## src/rtl/pipelined_prefix_addsub_if.sv

```systemverilog
// Streaming handshake bundle for pipelined_prefix_addsub: operand beat in,
// result beat out, valid/ready on each side.
interface pipelined_prefix_addsub_if #(
   parameter int WIDTH = 32
);
   logic             in_valid;
   logic             in_ready;
   logic [WIDTH-1:0] a;
   logic [WIDTH-1:0] b;
   logic             cin;
   logic             sub;
   logic             out_valid;
   logic             out_ready;
   logic [WIDTH-1:0] sum;
   logic             cout;
   logic             ovf;

   modport master (
      output in_valid, a, b, cin, sub, out_ready,
      input  in_ready, out_valid, sum, cout, ovf
   );

   modport slave (
      input  in_valid, a, b, cin, sub, out_ready,
      output in_ready, out_valid, sum, cout, ovf
   );
endinterface

```

## src/rtl/pipelined_prefix_addsub.sv

```systemverilog
// Fully pipelined Kogge-Stone adder/subtractor: one prefix level per register
// stage, global stall on backpressure, carry-in folded in as position -1.
module pipelined_prefix_addsub #(
   parameter int WIDTH = 32
) (
   input logic                clk,
   input logic                rst,
   pipelined_prefix_addsub_if.slave bus
);
   localparam int LOG2W = $clog2(WIDTH);

   if (WIDTH < 4 || WIDTH > 64 || (WIDTH & (WIDTH - 1)) != 0) begin : g_bad_width
      $error("pipelined_prefix_addsub: WIDTH must be a power of two in 4..64");
   end

   // Vector index e holds prefix position e-1, so bit 0 is the carry-in slot
   // and the final g[i] is exactly the carry into sum bit i.
   typedef struct packed {
      logic             v;
      logic [WIDTH-1:0] g;
      logic [WIDTH-1:0] p;
      logic [WIDTH-1:0] h;
      logic             am;
      logic             bm;
   } stage_t;

   function automatic stage_t combine(input stage_t s, input int span);
      stage_t r;
      r = s;
      for (int i = span; i < WIDTH; i++) begin
         r.g[i] = s.g[i] | (s.p[i] & s.g[i-span]);
         r.p[i] = s.p[i] & s.p[i-span];
      end
      return r;
   endfunction

   logic [WIDTH-1:0] bb;
   logic [WIDTH-1:0] h0;
   logic             c0;
   logic             adv;
   stage_t           pre;
   stage_t           last;
   logic [WIDTH-1:0] sum_w;
   stage_t           lvl_in [LOG2W];
   stage_t           lvl_q  [LOG2W];

   assign bb  = bus.sub ? ~bus.b : bus.b;
   assign c0  = bus.sub | bus.cin;
   assign h0  = bus.a ^ bb;
   assign pre = '{v:  bus.in_valid,
                  g:  {bus.a[WIDTH-2:0] & bb[WIDTH-2:0], c0},
                  p:  {h0[WIDTH-2:0], 1'b0},
                  h:  h0,
                  am: bus.a[WIDTH-1],
                  bm: bb[WIDTH-1]};

   for (genvar k = 0; k < LOG2W; k++) begin : g_lvl
      if (k == 0) begin : g_first
         assign lvl_in[k] = pre;
      end else begin : g_next
         assign lvl_in[k] = lvl_q[k-1];
      end
   end

   // Every stage shifts together, bubbles included, so a stalled pipe is frozen.
   assign adv          = !last.v || bus.out_ready;
   assign bus.in_ready = adv;

   // NOTE: data registers are cleared along with the valid bits so an empty
   // pipe presents all-zero results rather than stale operands.
   always_ff @(posedge clk) begin
      if (rst) begin
         for (int k = 0; k < LOG2W; k++) lvl_q[k] <= '0;
      end else if (adv) begin
         for (int k = 0; k < LOG2W; k++) lvl_q[k] <= combine(lvl_in[k], 1 << k);
      end
   end

   // The prefix tree covers positions -1..W-2; the MSB carry is finished here.
   assign last          = lvl_q[LOG2W-1];
   assign sum_w         = last.h ^ last.g;
   assign bus.out_valid = last.v;
   assign bus.sum       = sum_w;
   assign bus.cout      = (last.am & last.bm) | (last.h[WIDTH-1] & last.g[WIDTH-1]);
   assign bus.ovf       = (last.am == last.bm) && (sum_w[WIDTH-1] != last.am);
endmodule
```

## src/flat_wrapper.sv

```systemverilog
// flat-port wrapper written by rule: the top's interface ports become plain ports
module pipelined_prefix_addsub_flat 
#(
   parameter int WIDTH = 32
)
  (clk, rst, bus_in_valid, bus_a, bus_b, bus_cin, bus_sub, bus_out_ready, bus_in_ready, bus_out_valid, bus_sum, bus_cout, bus_ovf);
  pipelined_prefix_addsub_if #(.WIDTH(WIDTH)) bus_i ();
  input logic clk;
  input logic rst;
  input wire logic [$bits(bus_i.in_valid)-1:0] bus_in_valid;
  input wire logic [$bits(bus_i.a)-1:0] bus_a;
  input wire logic [$bits(bus_i.b)-1:0] bus_b;
  input wire logic [$bits(bus_i.cin)-1:0] bus_cin;
  input wire logic [$bits(bus_i.sub)-1:0] bus_sub;
  input wire logic [$bits(bus_i.out_ready)-1:0] bus_out_ready;
  output wire logic [$bits(bus_i.in_ready)-1:0] bus_in_ready;
  output wire logic [$bits(bus_i.out_valid)-1:0] bus_out_valid;
  output wire logic [$bits(bus_i.sum)-1:0] bus_sum;
  output wire logic [$bits(bus_i.cout)-1:0] bus_cout;
  output wire logic [$bits(bus_i.ovf)-1:0] bus_ovf;
  assign bus_i.in_valid = bus_in_valid;
  assign bus_i.a = bus_a;
  assign bus_i.b = bus_b;
  assign bus_i.cin = bus_cin;
  assign bus_i.sub = bus_sub;
  assign bus_i.out_ready = bus_out_ready;
  assign bus_in_ready = bus_i.in_ready;
  assign bus_out_valid = bus_i.out_valid;
  assign bus_sum = bus_i.sum;
  assign bus_cout = bus_i.cout;
  assign bus_ovf = bus_i.ovf;
  pipelined_prefix_addsub #(.WIDTH(WIDTH)) u_core (.clk(clk), .rst(rst), .bus(bus_i));
endmodule
```

## config.mk

```make
export PLATFORM = sky130hd
export DESIGN_NAME = pipelined_prefix_addsub_flat
export DESIGN_NICKNAME = d
export VERILOG_FILES = /design/src/rtl/pipelined_prefix_addsub_if.sv /design/src/rtl/pipelined_prefix_addsub.sv /design/src/flat_wrapper.sv
export SDC_FILE = /design/constraint.sdc
export NUM_CORES = 1
export LEC_CHECK = 0
export CAP_MARGIN = 20
export CORE_UTILIZATION = 60
export CTS_BUF_LIST = sky130_fd_sc_hd__clkbuf_16
export CTS_CLUSTER_DIAMETER = 150
export DETAILED_ROUTE_END_ITERATION = 8
export GPL_TIMING_DRIVEN = 0
export MAX_ROUTING_LAYER = met4
export PLACE_DENSITY_LB_ADDON = 0.1
export REMOVE_ABC_BUFFERS = 1
export SLEW_MARGIN = 40
export SYNTH_ARGS = -nofsm -noshare
export SYNTH_HDL_FRONTEND = slang
export SYNTH_SLANG_ARGS = --single-unit
```

## constraint.sdc

```tcl
create_clock -name clk -period 16.72 [get_ports clk]
set_clock_uncertainty 0.05 [all_clocks]
set_input_delay 3.344 -clock clk [delete_from_list [all_inputs] [get_ports clk]]
set_output_delay 3.344 -clock clk [all_outputs]
set_load 0.02 [all_outputs]
```

==> results.json <==
{
  "place_inst": 1693,
  "grt_util_all_layers_pct": 21.5,
  "cts_tree": "yes",
  "cp-start-kind": "input port",
  "synth_top_area_share_pct": 65.9,
  "synthFlopType": "edfxtp_1",
  "critPathSlowestCell": "clkdlybuf4s50_1",
  "hold_slack_ns": 0.509,
  "ant_nets": 0,
  "path_max_fanout": 8,
  "power.total_mw": 2.37,
  "p_seq_share_pct": 53.7,
  "p_leak_nw": 8.90,
  "grt_pass1_vias": 10167,
  "netlist_top_cells_count": "edfxtp_1 (433), a21oi_1 (128), nor3b_2 (120), nor3_2 (85), nor3b_1 (83)",
  "io_buffers": 105,
  "core_sq_um": 32500,
  "pwr_density_cell_nw_per_um2": 103,
  "via_per_inst": 5.79,
  "grt_pass1_wl_microns": 54700,
  "switching_share_pct": 21.3,
  "hold_class": "flip-flop to flip-flop",
  "crit_arrival_ns": 4.71,
  "stdcell_count": 1770,
  "p_int_mw": 1.87,
  "synth.avg_cell_area_sq_um": 16.4,
  "drc": 0,
  "placement.setup.worst_slack_ns": 8.61,
  "ys_ff_latch": 433,
  "setup_ws_ns": 8.62,
  "top_register": "u_core.lvl_q",
  "synth_top_area_cell": "edfxtp_1",
  "yosysSeqAreaShare_pct": 65.9,
  "combPwrFrac_pct": 7.4,
  "largest_reg_flops": 433,
  "antenna_cells": 0,
  "nets": 1400,
  "clk_pin_slew_ns": 0.06,
  "path_cells": "clkdlybuf4s50_1 > nor2b_4 > inv_1 > clkdlybuf4s50_1",
  "totalWireLength_microns": 33900,
  "synth_most_common_cell": "edfxtp_1",
  "yosys_warnings": 0,
  "cts.htree.levels": 2,
  "fillerInstances": 2145,
  "slew_headroom_pct": 62.7,
  "reg.largest.list": "u_core.lvl_q x433",
  "final-max-slew-violation-count": 0,
  "hold_buffers": 0,
  "synth.distinct_cells": 26,
  "power.net_switching_mw": 0.504,
  "drv_cap": 0,
  "status": "complete, no violations",
  "first_pass_iters": 5,
  "synth_area_leaders": "edfxtp_1 (66%), nor3b_2 (7.6%), and4bb_2 (4.6%)",
  "cts_buffers": 44,
  "syn2layout_area_growth_pct": 16.3,
  "synthCells": 1204,
  "crit_type": "input port to output pin",
  "fmax_mhz": 123,
  "crit_path_frequent_cell": "clkdlybuf4s50_1",
  "cts-root-buf": "clkbuf_16",
  "die_height_microns": 183,
  "cts_buffer_depth": 3,
  "async_reset_ff_share_pct": 0,
  "period_needed_ns": 8.10,
  "setup_violations": 0,
  "detail_route.iter0.violations": 790,
  "clkLatencyLatePin_ns": 0.53,
  "start_util_pct": 60.8,
  "io_pins": 106,
  "syn-cell-area_sq_um": 19700,
  "worstMarginPinSlew_ns": 0.558,
  "grt_antenna_before_repair": 2,
  "cp_slowest_stage_delay_ns": 0.54,
  "final_layout_size_suffix_gt1_share_pct": 28.8,
  "clock_sinks": 433,
  "postCtsSetupBuffers": 0,
  "worst_ep_required_time_ns": 13.33,
  "vias": 10248,
  "fin_crit_sh_pct": 48.4,
  "grt_max_degree": 84,
  "gp_congestion": 0.765,
  "cts_resized": 0,
  "dp_hpwl_microns": 22100,
  "die_w_microns": 183,
  "pwr-share-clk_pct": 38.9,
  "hold_violations": 0,
  "die_area_sq_um": 33600,
  "end_kind": "output pin",
  "post_drt_wl_per_cell_microns": 19.2,
  "placementRows": 66,
  "rsz0062_at_grt": "no",
  "synth-edff-count": 433,
  "ir_drop_v": 0.0000754,
  "gr-total-overflow": 0
}
[worst paths after layout]
check	start	end	slack, ns	depth (start not counted)
min reg2reg	u_core.lvl_q[0][305]$_SDFFCE_PN0P_	u_core.lvl_q[0][404]$_SDFFCE_PN0P_	0.51	1
max	bus_out_ready	bus_in_ready	8.62	4
max reg2reg	u_core.lvl_q[0][494]$_SDFFCE_PN0P_	u_core.lvl_q[0][347]$_SDFFCE_PN0P_	14.16	9
min	u_core.lvl_q[0][305]$_SDFFCE_PN0P_	u_core.lvl_q[0][404]$_SDFFCE_PN0P_	0.51	1
[per-layer routing]
metal / global-route usage [%] / part of all wire (%) / vias to the layer above
met5: - / 0 / -
met4: 5.70 / 1.9 / 0
met3: 3.00 / 3.9 / 48
met2: 32.9 / 48 / 194
met1: 30.7 / 46 / 5114
li1: - / - / 4892
[final cells by class]
| cell class | instances | area (sq um) | area share, % |
|---|---|---|---|
| clock inverter | 32 | 218 | 0.948 |
| inverter | 2 | 7.51 | 0.0327 |
| timing repair buffer | 147 | 1990 | 8.69 |
| multi-input combinational | 669 | 6050 | 26.4 |
| tap | 442 | 553 | 2.41 |
| sequential | 433 | 13000 | 56.6 |
| clock buffer | 45 | 1130 | 4.91 |
[power groups by stage]
stage / clock network [mW] / logic (mW) / registers (mW)
after floorplan: 0 / 0.0939 / 1.29
after global placement: 0 / 0.171 / 1.30
after detailed placement: 0 / 0.176 / 1.29
after CTS: 0.943 / 0.178 / 1.27
after global routing: 0.984 / 0.192 / 1.28
final: 0.922 / 0.176 / 1.27
[kinds of logic after synthesis]
| family | count (synthesis) | share of synthesized area (%) |
|---|---|---|
| buffers and inverters | 102 | 3.47 |
| XOR/XNOR | 65 | 2.95 |
| AND/OR/NAND/NOR | 441 | 22.3 |
| adder cells (fa/ha/maj) | 33 | 2.09 |
| AO/OA/AOI/OAI | 130 | 3.31 |
| flip-flops | 433 | 65.9 |
[worst max-delay path: cells and delay by family]
kind / cells / cell delay [ns]
and+or+nand+nor: 1 / 0.32
buffers and inverters: 3 / 1.05
[cells in the final DEF (no fill, tap or decap)]
cell and instances:
edfxtp_1 433, ha_1 33, nand2_1 4, nor4bb_1 21, clkinv_4 1, a21oi_1 128
buf_12 12, clkinv_1 7, clkbuf_16 45, and4bb_2 73, or2_2 1, inv_1 14
clkdlybuf4s50_1 103, a211oi_1 1, clkinv_2 8, nor3_1 50, bufinv_16 3, nor3_2 85
buf_4 1, clkinvlp_4 1, nor2b_4 1, nand2b_4 1, o21ai_0 1, nor2_1 2
xnor2_1 2, nor3b_2 120, nor3b_1 83, buf_16 20, xor2_1 62, xnor3_1 1
buf_8 11
[through the flow]
step / TNS, ns / cell area [sq um] / util (%)
4_1_cts: 0 / 23000 / 70.7
6_report: 0 / 23000 / 70.7
3_3_place_gp: - / 20700 / 63.7
3_5_place_dp: 0 / 21600 / 66.6
2_1_floorplan: -5646.28 / 19100 / -
5_1_grt: 0 / 23000 / 70.7
Note: power is estimated with default switching activity, not from simulation.
